### src/rtl/quad_pkg.sv
// rtl/quad_pkg.sv - shared opcodes, response codes and arbiter enums
package quad_pkg;

  localparam logic [7:0] REQ_BATT  = 8'h01;
  localparam logic [7:0] SET_PTCH  = 8'h02;
  localparam logic [7:0] SET_ROLL  = 8'h03;
  localparam logic [7:0] SET_YAW   = 8'h04;
  localparam logic [7:0] SET_THRST = 8'h05;
  localparam logic [7:0] CALIBRATE = 8'h06;
  localparam logic [7:0] EMER_LAND = 8'h07;
  localparam logic [7:0] MTRS_OFF  = 8'h08;

  localparam logic [7:0] POS_ACK   = 8'hA5;
  localparam logic [7:0] NAK       = 8'hEE;

  typedef enum logic [1:0] {
    IDLE,
    ISSUE,
    WAIT_RESP
  } arb_state_t;

  typedef enum logic {
    HOST,
    FS
  } owner_t;

endpackage

### src/rtl/cmd_arb_if.sv
// rtl/cmd_arb_if.sv - host and config-block command/response signals of the arbiter
interface cmd_arb_if;

  logic        host_rdy;
  logic [7:0]  host_cmd;
  logic [15:0] host_data;
  logic        clr_host_rdy;
  logic [7:0]  host_resp;
  logic        host_send_resp;
  logic        cmd_rdy;
  logic [7:0]  cmd;
  logic [15:0] data;
  logic        clr_cmd_rdy;
  logic [7:0]  resp;
  logic        send_resp;
  logic        motors_off;
  logic        link_lost;

  // Arbiter side
  modport master (
    input  host_rdy, host_cmd, host_data, clr_cmd_rdy, resp, send_resp, motors_off,
    output clr_host_rdy, host_resp, host_send_resp, cmd_rdy, cmd, data, link_lost
  );

  // Host / config-block side
  modport slave (
    output host_rdy, host_cmd, host_data, clr_cmd_rdy, resp, send_resp, motors_off,
    input  clr_host_rdy, host_resp, host_send_resp, cmd_rdy, cmd, data, link_lost
  );

endinterface

### src/rtl/cmd_arb_sat_tmr.sv
// rtl/cmd_arb_sat_tmr.sv - saturating up-counter with clear, flags all-ones
module sat_tmr #(
  parameter int W = 8
) (
  input  logic clk,
  input  logic rst_n,
  input  logic clr,
  input  logic en,
  output logic full
);

  logic [W-1:0] cnt;

  assign full = &cnt;

  // Count up while enabled, hold at all-ones, clear has priority
  always_ff @(posedge clk or negedge rst_n) begin
    if (!rst_n)
      cnt <= '0;
    else if (clr)
      cnt <= '0;
    else if (en && !full)
      cnt <= cnt + {{(W-1){1'b0}}, 1'b1};
  end

endmodule

### src/rtl/cmd_arb.sv
// rtl/cmd_arb.sv - host/failsafe arbiter for the single config-block command port
module cmd_arb
  import quad_pkg::*;
#(
  parameter int TMO_W = 22,
  parameter int RSP_W = 20
) (
  input logic      clk,
  input logic      rst_n,
  cmd_arb_if.master bus
);

  arb_state_t  state;
  owner_t      owner;
  logic [7:0]  cmd_q;
  logic [15:0] data_q;
  logic        cmd_rdy_q;
  logic [7:0]  host_resp_q;
  logic        host_send_q;
  logic        link_lost_q;
  logic        motors_off_q;

  logic wd_full;
  logic rsp_full;
  logic fs_pend;
  logic fs_grant;
  logic host_grant;

  // One emergency-land per loss event: link_lost masks further requests
  assign fs_pend    = wd_full & ~bus.motors_off & ~link_lost_q;
  assign fs_grant   = (state == IDLE) & fs_pend;
  // Gated by rst_n so a held host_rdy cannot produce an ack while in reset
  assign host_grant = rst_n & (state == IDLE) & ~fs_pend & bus.host_rdy;

  assign bus.clr_host_rdy   = host_grant;
  assign bus.cmd_rdy        = cmd_rdy_q;
  assign bus.cmd            = cmd_q;
  assign bus.data           = data_q;
  assign bus.host_resp      = host_resp_q;
  assign bus.host_send_resp = host_send_q;
  assign bus.link_lost      = link_lost_q;

  // Link-loss watchdog: only runs with motors spinning, reset by host activity
  sat_tmr #(.W(TMO_W)) u_wd (
    .clk   (clk),
    .rst_n (rst_n),
    .clr   (bus.motors_off | host_grant),
    .en    (1'b1),
    .full  (wd_full)
  );

  // Response timeout: counts only while waiting for the config block
  sat_tmr #(.W(RSP_W)) u_rsp (
    .clk   (clk),
    .rst_n (rst_n),
    .clr   (state != WAIT_RESP),
    .en    (state == WAIT_RESP),
    .full  (rsp_full)
  );

  // Arbitration FSM: grant, issue, wait for response, route it to the owner
  always_ff @(posedge clk or negedge rst_n) begin
    if (!rst_n) begin
      state       <= IDLE;
      owner       <= HOST;
      cmd_q       <= 8'h00;
      data_q      <= 16'h0000;
      cmd_rdy_q   <= 1'b0;
      host_resp_q <= 8'h00;
      host_send_q <= 1'b0;
    end else begin
      host_send_q <= 1'b0;
      case (state)
        IDLE: begin
          if (fs_pend) begin
            owner     <= FS;
            cmd_q     <= EMER_LAND;
            data_q    <= 16'h0000;
            cmd_rdy_q <= 1'b1;
            state     <= ISSUE;
          end else if (bus.host_rdy) begin
            owner     <= HOST;
            cmd_q     <= bus.host_cmd;
            data_q    <= bus.host_data;
            cmd_rdy_q <= 1'b1;
            state     <= ISSUE;
          end
        end
        ISSUE: begin
          if (bus.clr_cmd_rdy) begin
            cmd_rdy_q <= 1'b0;
            state     <= WAIT_RESP;
          end
        end
        WAIT_RESP: begin
          if (bus.send_resp) begin
            if (owner == HOST) begin
              host_resp_q <= bus.resp;
              host_send_q <= 1'b1;
            end
            state <= IDLE;
          end else if (rsp_full) begin
            if (owner == HOST) begin
              host_resp_q <= NAK;
              host_send_q <= 1'b1;
            end
            state <= IDLE;
          end
        end
        default: state <= IDLE;
      endcase
    end
  end

  // link_lost: set by the failsafe grant, cleared by host grant or motors stopping
  always_ff @(posedge clk or negedge rst_n) begin
    if (!rst_n) begin
      link_lost_q  <= 1'b0;
      motors_off_q <= 1'b0;
    end else begin
      motors_off_q <= bus.motors_off;
      if (fs_grant)
        link_lost_q <= 1'b1;
      else if (host_grant || (bus.motors_off && !motors_off_q))
        link_lost_q <= 1'b0;
    end
  end

endmodule

### src/flat_wrapper.sv
// flat-port wrapper written by rule: the top's interface ports become plain ports
module cmd_arb_flat import quad_pkg::*;
#(
  parameter int TMO_W = 22,
  parameter int RSP_W = 20
)
  (clk, rst_n, bus_host_rdy, bus_host_cmd, bus_host_data, bus_clr_cmd_rdy, bus_resp, bus_send_resp, bus_motors_off, bus_clr_host_rdy, bus_host_resp, bus_host_send_resp, bus_cmd_rdy, bus_cmd, bus_data, bus_link_lost);
  cmd_arb_if bus_i ();
  input logic clk;
  input logic rst_n;
  input wire logic [$bits(bus_i.host_rdy)-1:0] bus_host_rdy;
  input wire logic [$bits(bus_i.host_cmd)-1:0] bus_host_cmd;
  input wire logic [$bits(bus_i.host_data)-1:0] bus_host_data;
  input wire logic [$bits(bus_i.clr_cmd_rdy)-1:0] bus_clr_cmd_rdy;
  input wire logic [$bits(bus_i.resp)-1:0] bus_resp;
  input wire logic [$bits(bus_i.send_resp)-1:0] bus_send_resp;
  input wire logic [$bits(bus_i.motors_off)-1:0] bus_motors_off;
  output wire logic [$bits(bus_i.clr_host_rdy)-1:0] bus_clr_host_rdy;
  output wire logic [$bits(bus_i.host_resp)-1:0] bus_host_resp;
  output wire logic [$bits(bus_i.host_send_resp)-1:0] bus_host_send_resp;
  output wire logic [$bits(bus_i.cmd_rdy)-1:0] bus_cmd_rdy;
  output wire logic [$bits(bus_i.cmd)-1:0] bus_cmd;
  output wire logic [$bits(bus_i.data)-1:0] bus_data;
  output wire logic [$bits(bus_i.link_lost)-1:0] bus_link_lost;
  assign bus_i.host_rdy = bus_host_rdy;
  assign bus_i.host_cmd = bus_host_cmd;
  assign bus_i.host_data = bus_host_data;
  assign bus_i.clr_cmd_rdy = bus_clr_cmd_rdy;
  assign bus_i.resp = bus_resp;
  assign bus_i.send_resp = bus_send_resp;
  assign bus_i.motors_off = bus_motors_off;
  assign bus_clr_host_rdy = bus_i.clr_host_rdy;
  assign bus_host_resp = bus_i.host_resp;
  assign bus_host_send_resp = bus_i.host_send_resp;
  assign bus_cmd_rdy = bus_i.cmd_rdy;
  assign bus_cmd = bus_i.cmd;
  assign bus_data = bus_i.data;
  assign bus_link_lost = bus_i.link_lost;
  cmd_arb #(.TMO_W(TMO_W), .RSP_W(RSP_W)) u_core (.clk(clk), .rst_n(rst_n), .bus(bus_i));
endmodule
### config.mk
export PLATFORM = sky130hd
export DESIGN_NAME = cmd_arb_flat
export DESIGN_NICKNAME = d
export VERILOG_FILES = /design/src/rtl/quad_pkg.sv /design/src/rtl/cmd_arb_if.sv /design/src/rtl/cmd_arb_sat_tmr.sv /design/src/rtl/cmd_arb.sv /design/src/flat_wrapper.sv
export SDC_FILE = /design/constraint.sdc
export NUM_CORES = 1
export LEC_CHECK = 0
export BUFFER_PORTS_ARGS = -buffer_cell sky130_fd_sc_hd__buf_2
export CAP_MARGIN = 20
export CORE_ASPECT_RATIO = 0.8
export CORE_MARGIN = 2
export CORE_UTILIZATION = 40
export CTS_BUF_LIST = sky130_fd_sc_hd__clkbuf_16
export DETAILED_ROUTE_END_ITERATION = 7
export GPL_ROUTABILITY_DRIVEN = 0
export SYNTH_ARGS = -nofsm -noshare
export SYNTH_HDL_FRONTEND = slang
export SYNTH_HIERARCHICAL = 1
export SYNTH_SLANG_ARGS = --single-unit
### constraint.sdc
create_clock -name clk -period 6.9 [get_ports clk]
set_clock_uncertainty 0.15 [all_clocks]
set_input_delay 1.035 -clock clk [delete_from_list [all_inputs] [get_ports clk]]
set_output_delay 1.035 -clock clk [all_outputs]
set_load 0.05 [all_outputs]
[After elaboration in Yosys (flattened, before gate mapping)]
Index checks and enable logic that the tools add are counted.
Operators by class
  add/sub/neg operators: 2
  mux-type cells: 30
  bitwise logic cells: 11
  eq/ne operators: 7
  reduce and logical (&&, ||, !) cells: 17
Operators by type and width (number)
  $mux W8: 6
  $mux W22: 2
  $mux W20: 2
  $mux W16: 2
  $add A22 B1 Y22 const B: 1
  $reduce_and A22 Y1: 1
  $add A20 B1 Y20 const B: 1
  $reduce_and A20 Y1: 1
  $mux W1: 11
  $mux W2: 5
  $reduce_bool A2 Y1: 5
  $reduce_and A3 Y1: 3
  $and A1 B1 Y1: 6
  $ne A2 B2 Y1 const B: 3
  $ne A3 B2 Y1 const B: 2
  $pmux W2 S3: 1
  $not A1 Y1: 4
  $eq A2 B1 Y1 const B: 1
  $eq A2 B2 Y1 const B: 1
  $logic_and A1 B1 Y1: 2
  $logic_not A1 Y1: 2
  $logic_not A2 Y1: 1
  $pmux W1 S2: 1
  $reduce_and A2 Y1: 1
  2 further kinds: 2
Word-level totals
  register bits: 81
  output and inout bits: 36
  bits of input ports: 38
  word-level logic and storage cells: 78

[Logic depth before layout (Yosys ltp)]
Gate-level depths: netlist (run 1).
  word-level depth: 9
  depth in mapped cells: 9

[Hierarchy]
The synthesis (run 1) kept the hierarchy.
Modules (own cells, without submodules)
  cmd_arb: seq. area each 975.9 um2, instances 1, cells an instance 113, area each 1552.7 um2
  sat_tmr at u_core.u_wd: seq. area each 550.5 um2, instances 1, cells an instance 144, area each 1331.3 um2
  sat_tmr at u_core.u_rsp: seq. area each 500.5 um2, instances 1, cells an instance 124, area each 1156.1 um2

[Worst setup path before layout (run 1)]
No wires, ideal clock.
  path type: register to output
  from: reg u_core.u_wd.cnt[2]
  to: out bus_clr_host_rdy
  stages on the path, launching flop included: 7
  slack: 3.675 ns
  path buffers: 1
  arrival time: 2.040 ns
  data required time: 5.715 ns
  cells stage by stage: dfrtp_1 -> nand4_4 -> or4_4 -> buf_6 -> nor3_1 -> nor3b_2 -> nor2_1
On the way
  cells in the longest elaborated chain, start to end: 6
Ends and longest elaborated chain
  start, declared: RTL line cmd_arb_sat_tmr.sv:12  | logic [W-1:0] cnt;
  start signal, assigned: RTL line cmd_arb_sat_tmr.sv:23  | cnt <= cnt + {{(W-1){1'b0}}, 1'b1};
  $reduce_and A22 Y1: RTL line cmd_arb_sat_tmr.sv:14  | assign full = &cnt;
  via u_core.wd_full: RTL line cmd_arb.sv:23  | logic wd_full;
  $and A1 B1 Y1 (2 in series): RTL line cmd_arb.sv:30  | assign fs_pend = wd_full & ~bus.motors_off & ~link_lost_q;
  $not A1 Y1: RTL line cmd_arb.sv:33  | assign host_grant = rst_n & (state == IDLE) & ~fs_pend & bus.host_rdy;
  $and A1 B1 Y1 (2 in series): RTL line cmd_arb.sv:33
  end, declared: RTL line flat_wrapper.sv:18  | output wire logic [$bits(bus_i.clr_host_rdy)-1:0] bus_clr_host_rdy;
The timed path passes the listed nets, and every way through them passes these cells.

[Worst setup path after layout (run 1)]
  from: reg u_core.u_wd.cnt[12]
  to: out bus_clr_host_rdy
Same word-level chain as after synthesis.

==> results.txt, run 1 <==
The number of warnings issued by yosys is 6. Power spread over the standard cell area amounts to 379 mW/mm^2. IR analysis of the VDD net gives a maximum drop of 0.309 mV. The highest clock rate came out at 260 MHz. The post-cts resize count is 0.

The number of DRC violations after detailed-routing iteration 0 came out at 205. For this block, the routed nets add up to 8880 um of wire. The count of flip-flops with a built-in enable after synthesis is 0. The total global routing track utilization is 17.9%. The number of instances in the synthesized netlist is 381. The path class of the lowest-slack min-delay path is register to register. Once detailed placement completed, the half-perimeter wirelength came to 6160 um. The maximum buffer depth of the clock tree came out at 2. The proportion of netlist area held by the largest area contributor came out at 50.2%.

During I/O placement, the number of pins put on the boundary was 74. The worst setup slack for register-to-register paths is 4030 ps. Leaving out fill and tap cells, the most frequent cell in the layout is sky130_fd_sc_hd__dfrtp_1. The final number of hold-violating endpoints is 0. The die covers 0.0109 mm^2.

The critical path class is register to output port. The clock transition at the registers of the reported paths came out at 60 ps. Once placement completed, the tool counted placed cells totaling 583. The biggest cell delay along the critical path is 630 ps. The data arrival at the endpoint of the critical path came out at 2660 ps. The number of synthesized register bits came out at 81. The worst setup slack before clock tree synthesis is 3430 ps. The design draws 1840 uW. In the final routed layout, each cell accounts on average for 14.8 um. At the pin with the least slew margin, the transition time is 924 ps. The final global-route overflow total is 0.

The count of placed standard cells in the final layout, fillers left out is 599. The number of failing setup endpoints in the final timing report came out at 0. The worst setup path startpoint is u_core/u_wd/cnt[12]$_DFFE_PN0P_.

Dividing the synthesized area by the synthesized cell count gives 10.6 um^2. Yosys attributes the largest share of cell area to sky130_fd_sc_hd__dfrtp_1 (50%), sky130_fd_sc_hd__a22o_1 (4.8%), sky130_fd_sc_hd__mux2_2 (4.7%). The tightest slew margin relative to the limit came out at 37.6%. Setup repair after global routing left no endpoint under its margin. The run finished with clean final reports.

The ratio of cells with drive above 1 in the final layout is 27.2%. The post-route DRC violation count is 0. The count of TritonRoute iterations in the first routing pass is 4.

The worst-path maximum fanout came out at 10. The worst setup path is launched from a register. The initial core utilization came out at 41.5%. The number of port buffers is 73.

In this run the critical register-to-register path is launched from u_core/u_rsp/cnt[11]$_DFFE_PN0P_. The number of antenna violations at the first check in global routing came out at 0. The leakage power is 0.00206 uW. The TritonCTS buffer count is 9. The total number of nets in the final design came out at 498. On the critical path the largest part of the delay comes from simple AND/OR/NAND/NOR gates. The core box area is 0.00973 mm^2.

The total inserted antenna cells came out at 0. The startpoint identified for the worst hold timing path is u_core/bus.cmd[0]$_DFFE_PN0P_. Entering global routing, the biggest net connects 66 pins. The endpoint required time on the critical path came out at 5710 ps. The insertion delay to the later sink of the worst-skew pair is 340 ps. TritonCTS built the clock tree. STA classifies the critical path endpoint as an output port.

Summed over all instances, the cell type with the most area after synthesis is sky130_fd_sc_hd__dfrtp_1. In the synthesized netlist the dominant register cell turns out to be sky130_fd_sc_hd__dfrtp_1. Max-cap violations in this run came to 0. The area growth from synthesis to layout is 20.3%. The total negative slack is 0 ps. The final period demand of the worst path came out at 3840 ps.

The number of library cell types mapped by synthesis came out at 59. The share of the clock period used by the worst path is 55.7%. The number of global-route vias before repair came out at 3093. The top cell types in the final layout, fill and taps aside, are sky130_fd_sc_hd__dfrtp_1 (81), sky130_fd_sc_hd__buf_2 (72), sky130_fd_sc_hd__nor2_1 (31). Summing the sequential cell areas from Yosys gives 50.2% of the chip area. The total count of max-transition violations in the final report came out at 0.

The final worst setup slack came out at 3060 ps. The critical path goes through nand4_1 > or4_4 > nor3_1 > nor3b_2 > nor2_1 > buf_2. The mapped netlist covers 0.00404 mm^2. The buffer and inverter count on the worst path came out at 1. On the critical path, the stage with the largest delay is an instance of sky130_fd_sc_hd__or4_4. The first global-routing pass estimated 15200 um of wire. The die height came out at 93.9 um.

The number of clock sinks came out at 81. The final antenna-violating net count came out at 0. The total number of vias came out at 3172. The number of buffers inserted for hold repair after clock tree synthesis is 0. The clock tree synthesis step divided the H-tree into 3 levels. The cell sitting at the root of the clock tree is a sky130_fd_sc_hd__clkbuf_16. The floorplan die width came out at 116 um.

The number of vias per cell after detailed routing is 5.30. The site row count came out at 32. The post-synthesis async set-or-reset flop share came out at 100%. Hold is met by 338 ps. The setup fix buffers added after clock tree synthesis is 0.
-- kinds of logic after synthesis --
kind of cell    Yosys count  share of synthesized area (%)
fa+ha+maj                 2                          0.619
simple gates            158                           22.9
compound gates           87                           15.6
other cells               1                         0.0928
buf+inv                  23                           3.07
mux                      21                           5.73
xor+xnor                  8                           1.73
flops                    81                           50.2
-- final timing paths --
check                                                      end  cells after the start
min reg2reg                      u_core/bus.cmd[0]$_DFFE_PN0P_                      1
max                                           bus_clr_host_rdy                      6
min                              u_core/bus.cmd[0]$_DFFE_PN0P_                      1
min in group asynchronous      u_core/u_wd/cnt[14]$_DFFE_PN0P_                      1
max in group asynchronous       u_core/bus.data[6]$_DFFE_PN0P_                      2
max reg2reg                u_core/bus.host_resp[3]$_DFFE_PN0P_                      6
-- per-stage QoR --
step                cell area (um^2)  utilization (%)
finish                          4860             49.9
global route                    4860             49.9
CTS                             4860             49.9
detailed placement              4530             46.6
global placement                4530             46.6
floorplan                       4050                -
-- sequential cells by signal (all words and copies together) (netlist names) --
name and count:
u_core/owner 1, u_core/motors_off_q 1, u_core/bus.cmd 8, u_core/bus.host_send_resp 1, u_core/bus.data 16, u_core/u_rsp/cnt 20, u_core/state 2, u_core/bus.link_lost 1
u_core/u_wd/cnt 22, u_core/bus.host_resp 8, u_core/bus.cmd_rdy 1
-- layout make-up --
class / instances / area (um^2)
clock buffers: 9 / 225
inverters: 9 / 33.8
multi-input cells: 280 / 1900
clock inverters: 7 / 101
fillers: 918 / 4870
repair buffers: 77 / 398
well taps: 136 / 170
flip-flops and latches: 81 / 2030
-- Yosys cell counts (2+ instances only) --
| cell type | instances |
|---|---|
| sky130_fd_sc_hd__dfrtp_1 | 81 |
| sky130_fd_sc_hd__nor2_1 | 31 |
| sky130_fd_sc_hd__a22o_1 | 22 |
| sky130_fd_sc_hd__nand3_1 | 19 |
| sky130_fd_sc_hd__a21oi_1 | 18 |
| sky130_fd_sc_hd__nand2_1 | 18 |
| sky130_fd_sc_hd__mux2_2 | 17 |
| sky130_fd_sc_hd__nor2b_1 | 16 |
| sky130_fd_sc_hd__or4_1 | 12 |
| sky130_fd_sc_hd__nand2b_1 | 11 |
| sky130_fd_sc_hd__o21ai_0 | 11 |
| sky130_fd_sc_hd__a211oi_1 | 9 |
| sky130_fd_sc_hd__inv_1 | 9 |
| sky130_fd_sc_hd__nand4_1 | 9 |
| sky130_fd_sc_hd__o31ai_1 | 9 |
| sky130_fd_sc_hd__nor3_1 | 7 |
| sky130_fd_sc_hd__nor4_1 | 7 |
| sky130_fd_sc_hd__or3_1 | 7 |
| sky130_fd_sc_hd__xnor2_1 | 6 |
| sky130_fd_sc_hd__clkbuf_1 | 5 |
| sky130_fd_sc_hd__buf_6 | 4 |
| sky130_fd_sc_hd__mux2i_1 | 4 |
| sky130_fd_sc_hd__and4_1 | 3 |
| sky130_fd_sc_hd__o22a_1 | 3 |
| sky130_fd_sc_hd__and2_1 | 2 |
| sky130_fd_sc_hd__and3_1 | 2 |
| sky130_fd_sc_hd__buf_2 | 2 |
| sky130_fd_sc_hd__ha_1 | 2 |
| sky130_fd_sc_hd__o21bai_1 | 2 |
| sky130_fd_sc_hd__o41ai_1 | 2 |
| sky130_fd_sc_hd__or4_4 | 2 |
| sky130_fd_sc_hd__xor2_1 | 2 |
-- power by group --
group	switching, uW	leakage, uW	internal [uW]
clock network	196	0.000153	320
registers	61.0	0.00106	577
logic	508	0.000851	180
-- routing by layer --
layer,routed length [um],track usage [%],vias to the layer above
met5,0,0,-
met3,391,5.61,6
met1,4530,26.2,1538
li1,-,-,1567
met2,3860,25.3,61
met4,97,4.86,0
(Power assumes the default switching activity.)
==> inputs of run 2 (changes only) <==
- ABC_AREA: not set -> 1
- clock period: 6.9 -> 3.85 ns (I/O delays scaled with it)
==> run 2 against run 1 <==
- sequential power grew 79%
- core utilization shrank 2.7 points
- final area grew 11%
- clock power grew 65%
- setup slack lost 2500 ps
- synthesized area grew 15%
- synthesized cell count grew 59%
- total power grew 81%
- clock-buffer cell count is the same
- worst hold slack lost 320 ps
- critical endpoint is now u_core/u_wd/cnt[21]$_DFFE_PN0P_
- highest routed layer unchanged
==> results.txt, run 2 <==
The critical path goes through ha_1 > nand2_2 > nor2_4 > nand2_4 > nor2_4 > nand3_2 > inv_1 > nand3_1 > buf_4 > nand2_1 > o21ai_0 > buf_4 > inv_1 > buf_4 > nand2_1 > nor2_1 > nand2_1 > nand2_1. The biggest cell delay along the critical path is 430 ps (-200 ps). The die height is 100 um (+6.8%).

The root buffer cell is sky130_fd_sc_hd__clkbuf_16. Among the stages of the critical path, the cell type that occurs most often is sky130_fd_sc_hd__nand2_1. The site row count is 35 (+9.4%). The number of library cell types mapped by synthesis came to 32 (-46%). The core box area came to 0.0114 mm^2 (+17%). The final number of hold-violating endpoints came to 0 (unchanged). The number of port buffers came to 73 (unchanged).

The TritonCTS clock tree is built. The parity-gate share of the synthesized area counting xor and xnor cells is 2.27% (+0.54 points). The number of flip-flops under the largest register name was 22 (unchanged). By startpoint and endpoint, the worst setup path is classified as register to register. The most critical setup path has its startpoint at u_core/u_wd/cnt[1]$_DFFE_PN0P_. The mean cell area of the mapped netlist came out at 7.67 um^2 (-28%). The total negative slack is 0 ps (unchanged). The library cell used most frequently in the layout, excluding fill and tap cells, is sky130_fd_sc_hd__nand2_1. The data arrival at the endpoint of the critical path was 3420 ps (+760 ps).

The number of clock sinks came out at 81 (unchanged). The die outline area is 0.0125 mm^2 (+14%). The met2 track utilization from global routing came to 26.3% (+0.97 points).

The worst register-to-register path begins at u_core/u_wd/cnt[1]$_DFFE_PN0P_. The worst-path maximum fanout came out at 26 (+16). The total inserted antenna cells came to 0 (unchanged).

The category of the worst setup path capture point is a register. The run finished with clean final reports. The final global-route overflow total is 0 (unchanged). The leakage power came out at 0.00269 uW (+31%). The number of synthesized register bits is 81 (unchanged). The areal power density over the cells was 621 mW/mm^2 (+64%).

The most heavily used metal layer in global routing is met2. The most area-hungry cell type in the Yosys netlist is sky130_fd_sc_hd__dfrtp_1. The insertion delay to the later sink of the worst-skew pair was 340 ps (about the same). The number of DRC violations after detailed-routing iteration 0 is 186 (-9.3%). The total number of nets in the final design is 719 (+44%). The largest net degree at the start of global routing came out at 55 (-17%). The clock transition at the registers of the reported paths is 60 ps (about the same). The peak ir drop on the vdd network is 0.512 mV (+66%). The simple logic cell fraction of the synthesized area is 40.1% (+17 points). The register containing the most flip-flops in the final layout is u_core/u_wd/cnt. The share of the clock period used by the worst path came out at 85.5%. The global routing usage on met3 is 6.50% (+0.89 points). The top flip-flop cell by instance count after synthesis is sky130_fd_sc_hd__dfrtp_1.

The number of H-tree levels came out at 3 (unchanged). The total count of max-transition violations in the final report came to 0 (unchanged). The max-capacitance violation count came out at 0 (unchanged). The post-synthesis async set-or-reset flop share came out at 100% (unchanged). The number of global-route vias before repair is 3871 (+25%). For this run, the top clock speed supported by timing is 304 MHz. Setup repair after global routing left no endpoint under its margin. The number of cell instances on the worst register-to-register path is 18 (+12). The floorplan die width was 124 um (+6.8%). The wire length per cell came to 12.8 um (-13%).

The share of synthesized area spent on multiplexers is 0% (-5.7 points). The count of TritonRoute iterations in the first routing pass is 4 (unchanged). The commonest cells after synthesis are sky130_fd_sc_hd__nand2_1 (157), sky130_fd_sc_hd__nand3_1 (112), sky130_fd_sc_hd__dfrtp_1 (81). In the layout the commonest cells are sky130_fd_sc_hd__nand2_1 (157), sky130_fd_sc_hd__nand3_1 (112), sky130_fd_sc_hd__dfrtp_1 (81). The endpoint required time on the critical path is 3970 ps (-1740 ps).

The number of warnings issued by yosys is 6 (unchanged). The most numerous cell in the Yosys netlist is sky130_fd_sc_hd__nand2_1. The TritonCTS buffer count came out at 9 (unchanged). The detailed-route wire length came out at 10700 um (+20%). The transition time at the pin with the least slew margin is 773 ps (-151 ps). The number of I/O pins came out at 74 (unchanged). The arithmetic-cell share of the synthesized area counting full adders, half adders and majority gates came out at 0.540% (-0.079 points). The maximum buffer depth of the clock tree came out at 2 (unchanged). The count of flip-flops with a built-in enable after synthesis came out at 0 (unchanged). The initial core utilization is 40.7% (-0.85 points). The proportion of netlist area held by the largest area contributor came out at 43.8% (-6.4 points). The setup fix buffers added after clock tree synthesis came out at 0 (unchanged).

The met1 usage in global routing is 25.5% (-0.74 points). The detailed placement HPWL came to 7560 um (+23%). The number of antenna violations at the first check in global routing is 0 (unchanged). The share of the synthesized area in compound gates (AO/OA/AOI/OAI) came to 5.94% (-9.7 points).

The sum of internal, switching and leakage power is 3340 uW (+81%). The post-cts resize count came to 0 (unchanged). The number of instances in the synthesized netlist was 604 (+59%).

By area, the combinational part of the netlist is dominated by simple AND/OR/NAND/NOR gates. The number of failing setup endpoints in the final timing report came out at 0 (unchanged). The area growth from synthesis to layout is 16.1%. The final antenna-violating net count is 0 (unchanged). The netlist area before placement is 0.00463 mm^2 (+15%). The number of vias per cell after detailed routing is 4.99 (-5.8%).

The worst path needs 3290 ps of the cycle, external delays included. The ratio of cells with drive above 1 in the final layout came to 21.2% (-6.0 points). The min-delay analysis places its worst path in the category input port to asynchronous set/reset pin. The number of buffers inserted for hold repair after clock tree synthesis came out at 0 (unchanged). The register area share after synthesis is 43.8% (-6.4 points). The total global routing track utilization came out at 17.8% (-0.083 points).

The global-route wire length before repair came out at 18500 um (+22%). The worst setup path is launched from a register. On the critical path, the stage with the largest delay is an instance of sky130_fd_sc_hd__inv_1. Yosys attributes the largest share of cell area to sky130_fd_sc_hd__dfrtp_1 (44%), sky130_fd_sc_hd__nand2_1 (13%), sky130_fd_sc_hd__nand3_1 (12%). The total number of vias came out at 4145 (+31%).

The tightest slew margin relative to the limit came to 48.4% (+11 points). The post-route DRC violation count is 0 (unchanged).
run 2: logic make-up (layout without fill, tap and decap cells):
logic type / count (synthesis) / in the layout
buf+inv: 68 / 141
other cells: 1 / 7
flops: 81 / 81
xor+xnor: 12 / 12
fa+ha+maj: 2 / 2
compound gates: 44 / 44
simple gates: 396 / 396
run 2: power by group:
| part | internal (uW) | switching [uW] | total, uW | leakage [uW] |
|---|---|---|---|---|
| clock network | 502 | 351 | 853 | 0.000146 |
| logic | 293 | 1050 | 1340 | 0.00148 |
| registers | 1030 | 110 | 1140 | 0.00107 |
| total | 1830 | 1510 | 3340 | 0.00269 |
run 2: path summary, 6_finish.rpt:
path	endpoint	slack [ps]
setup / recovery	u_core/u_wd/cnt[21]$_DFFE_PN0P_	560
setup reg to reg	u_core/u_wd/cnt[21]$_DFFE_PN0P_	560
max in group asynchronous	u_core/u_wd/cnt[20]$_DFFE_PN0P_	2520
min in group clk	u_core/motors_off_q$_DFF_PN0_	230
hold reg to reg	u_core/bus.host_resp[0]$_DFFE_PN0P_	330
hold / removal	u_core/u_wd/cnt[18]$_DFFE_PN0P_	10
run 2: worst max-delay path: cells and delay by family (launching register included):
kind	cells	cell delay, ps
flip-flops	1	390
AND/OR/NAND/NOR	11	1120
AO/OA/AOI/OAI	1	80
buffers and inverters	5	1280
adder cells (fa/ha/maj)	1	200
run 2: per-layer routing:
metal  up-vias  wire [um]
met3         4        724
met1      1936       5340
met4         0         43
met2        98       4560
met5         -          0
li1       2107          -
run 2: final cells by class:
type / instances / area, um^2
Fill cell: 1144 / 6010
Tap cell: 148 / 185
Inverter: 48 / 180
Clock inverter: 6 / 66.3
Clock buffer: 9 / 225
Sequential cell: 81 / 2030
Multi-Input combinational cell: 461 / 2290
Timing Repair Buffer: 78 / 405
run 2: per-stage QoR:
step | cells | utilization [%] | area [um^2] | setup slack [ps] | hold WS, ps
6_report | 831 | 47.2 | 5380 | 557 | 12.9
5_1_grt | 831 | 47.2 | 5380 | 214 | 25.7
4_1_cts | 831 | 47.2 | 5380 | 549 | 23.0
3_5_place_dp | 816 | 44.7 | 5080 | 581 | 321
3_3_place_gp | 816 | 44.7 | 5080 | 722 | 314
2_1_floorplan | 610 | - | 4650 | 1170 | 132
==> inputs of run 3 (changes only) <==
- RECOVER_POWER: not set -> 25
==> run 3 against run 2 <==
- the run now ends with max-capacitance violations, max-slew violations left
- worst hold slack improved by 220 ps
- core utilization fell by 0.066 points
- critical endpoint unchanged
- clock power barely moved
- highest routed layer unchanged
==> results.txt, run 3 (same netlist as run 2, synthesis figures left out) <==
The number of I/O pins came out at 74 (unchanged). The floorplan die width is 124 um (unchanged). The detailed placement HPWL is 7560 um (unchanged). The number of fill cells in the layout is 1144 (unchanged). The utilization after layout is 47.2% (-0.066 points). The number of port buffers is 73 (unchanged). The area growth from synthesis to layout came out at 15.9%. The total inserted antenna cells is 0 (unchanged).

The number of clock sinks is 81 (unchanged). The global-route wire length before repair came out at 18500 um (unchanged). The highest clock rate is 304 MHz (about the same). The total negative slack came out at 0 ps (unchanged). The post-route cell area was 0.00537 mm^2 (-0.14%).

The post-cts resize count was 0 (unchanged). The clock transition at the registers of the reported paths is 60 ps (about the same). The library cells used most frequently in the layout, excluding fill and tap cells, are sky130_fd_sc_hd__nand2_1 (157), sky130_fd_sc_hd__nand3_1 (112), sky130_fd_sc_hd__dfrtp_1 (81). The final reports fail on max-capacitance violations, max-slew violations.

The final number of hold-violating endpoints is 0 (unchanged). The switching share of power is 45.3% (about the same). The worst hold slack is 238 ps (+225 ps). The root buffer cell is sky130_fd_sc_hd__clkbuf_16. The total count of max-transition violations in the final report is 30 (+30). The logic gate share of total power came to 40.2% (about the same). The die height came out at 100 um (unchanged). The number of H-tree levels is 3 (unchanged). The tightest slew margin relative to the limit was -8.92% (-57 points). The flow ran to the end, but the final reports show violations. The most frequent standard cell in the layout excluding fill and tap cells is sky130_fd_sc_hd__nand2_1.

The core box area is 0.0114 mm^2 (unchanged). The net switching power is 1510 uW (about the same). The sum of internal, switching and leakage power came to 3340 uW (about the same). The areal power density over the cells came out at 622 mW/mm^2 (about the same). The number of failing setup endpoints in the final timing report came out at 0 (unchanged). The category of the worst setup path launch point is a register. The wire length per cell is 12.8 um (-0.10%).

The multi-input logic area is 0.00229 mm^2 (unchanged). The count of TritonRoute iterations in the first routing pass was 4 (unchanged). The number of global-route vias before repair is 3871 (unchanged). The detailed-route wire length is 10700 um (-0.10%). TritonCTS built the clock tree.

The register with the most flip-flops in the final layout is u_core/u_wd/cnt. The internal power came out at 1830 uW (about the same). The TritonCTS buffer count is 9 (unchanged). The final global-route overflow total was 0 (unchanged). The ratio of cells with drive above 1 in the final layout was 20.9% (-0.29 points). The data arrival at the endpoint of the critical path came to 3410 ps (about the same). The endpoint required time on the critical path is 3970 ps (about the same). The die outline area came out at 0.0125 mm^2 (unchanged). The insertion delay to the later sink of the worst-skew pair came out at 330 ps (about the same). The number of buffers inserted for hold repair after clock tree synthesis came out at 0 (unchanged). The number of DRC violations after detailed-routing iteration 0 was 180 (-3.2%). The share of power burned in the clock network was 25.5% (about the same). The total global routing track utilization is 17.8% (unchanged). The site row count came out at 35 (unchanged).

The total number of vias is 4136 (-0.22%). The number of flip-flops under the largest register name is 22 (unchanged). The transition time at the pin with the least slew margin is 1630 ps (+861 ps).

The peak ir drop on the vdd network came out at 0.513 mV (about the same). The worst setup path is captured at a register. The max-capacitance violation count is 1 (+1). The final period demand of the worst path is 3290 ps (-2.90 ps). The register area is 0.00203 mm^2 (unchanged). The register share of total power was 34.3% (about the same). The initial core utilization came to 40.7% (unchanged). The final antenna-violating net count came out at 0 (unchanged). The share of the clock period used by the worst path is 85.5% (about the same). The placed standard-cell area is 0.00508 mm^2 (unchanged). The total number of nets in the final design came out at 719 (unchanged). The setup fix buffers added after clock tree synthesis was 0 (unchanged).

The post-route DRC violation count is 0 (unchanged). The number of antenna violations at the first check in global routing is 0 (unchanged). The largest net degree at the start of global routing is 55 (unchanged). The leakage power is 0.00269 uW (-0.26%). The critical path in this run is classified as register to register. The number of vias per cell after detailed routing came out at 4.98 (-0.22%). Setup repair after global routing left no endpoint under its margin. The maximum buffer depth of the clock tree came out at 2 (unchanged). The worst-path maximum fanout is 26 (unchanged). The path class of the lowest-slack min-delay path is input port to register.
-- run 3: changes by cell type in the layout (fill, tap and decap cells not counted) --
cell                       previous run  this run
sky130_fd_sc_hd__clkbuf_2             0         1
sky130_fd_sc_hd__buf_4                6         4
sky130_fd_sc_hd__buf_2               72        71
sky130_fd_sc_hd__clkbuf_1             0         2
-- run 3: final timing paths --
kind,slack (ps),from,end,cells past startpoint
worst max register to register,560,u_core/u_wd/cnt[1]$_DFFE_PN0P_,u_core/u_wd/cnt[21]$_DFFE_PN0P_,18
max in group asynchronous,980,rst_n,u_core/u_wd/cnt[20]$_DFFE_PN0P_,2
min in group asynchronous,500,rst_n,u_core/u_wd/cnt[18]$_DFFE_PN0P_,1
worst max-delay path,560,u_core/u_wd/cnt[1]$_DFFE_PN0P_,u_core/u_wd/cnt[21]$_DFFE_PN0P_,18
worst min register to register,330,u_core/bus.host_resp[0]$_DFFE_PN0P_,u_core/bus.host_resp[0]$_DFFE_PN0P_,2
worst min-delay path,240,bus_motors_off,u_core/motors_off_q$_DFF_PN0_,1
-- run 3: stage by stage --
stage                     cells  setup WS [ps]
after floorplan             610           1170
after global placement      816            722
after detailed placement    816            581
after CTS                   831            549
after global routing        831            209
final                       831            560
-- run 3: worst max-delay path, cell delays in order (launching register included) --
cell and delay [ps]:
sky130_fd_sc_hd__dfrtp_1 390, sky130_fd_sc_hd__ha_1 190, sky130_fd_sc_hd__nand2_2 90, sky130_fd_sc_hd__nor2_4 150, sky130_fd_sc_hd__nand2_4 100, sky130_fd_sc_hd__nor2_4 150, sky130_fd_sc_hd__nand3_2 170, sky130_fd_sc_hd__inv_1 120
sky130_fd_sc_hd__nand3_1 80, sky130_fd_sc_hd__buf_4 230, sky130_fd_sc_hd__nand2_1 110, sky130_fd_sc_hd__o21ai_0 80, sky130_fd_sc_hd__buf_4 190, sky130_fd_sc_hd__inv_1 430, sky130_fd_sc_hd__buf_4 320, sky130_fd_sc_hd__nand2_1 70
sky130_fd_sc_hd__nor2_1 80, sky130_fd_sc_hd__nand2_1 60, sky130_fd_sc_hd__nand2_1 50
-- run 3: power by group through the flow --
| stage | registers [uW] | clock network (uW) | logic (uW) |
|---|---|---|---|
| 2_1_floorplan | 1730 | 0 | 475 |
| 3_3_place_gp | 1150 | 0 | 1350 |
| 3_5_place_dp | 1150 | 0 | 1360 |
| 4_1_cts | 1140 | 881 | 1350 |
| 5_1_grt | 1170 | 919 | 1430 |
| 6_report | 1140 | 852 | 1340 |
-- run 3: layout make-up --
| cell class | count | share of cell area, % |
|---|---|---|
| flip-flops and latches | 81 | 37.8 |
| well taps | 148 | 3.45 |
| multi-input cells | 461 | 42.6 |
| inverters | 48 | 3.36 |
| clock inverters | 6 | 1.24 |
| repair buffers | 78 | 7.41 |
| clock buffers | 9 | 4.19 |
-- run 3: per-layer routing --
layer	share of wire (%)	wire [um]	track usage (%)
met5	0	0	0
met1	50	5320	25.5
met3	6.9	739	6.50
met2	43	4560	26.3
met4	0.40	43	2.85
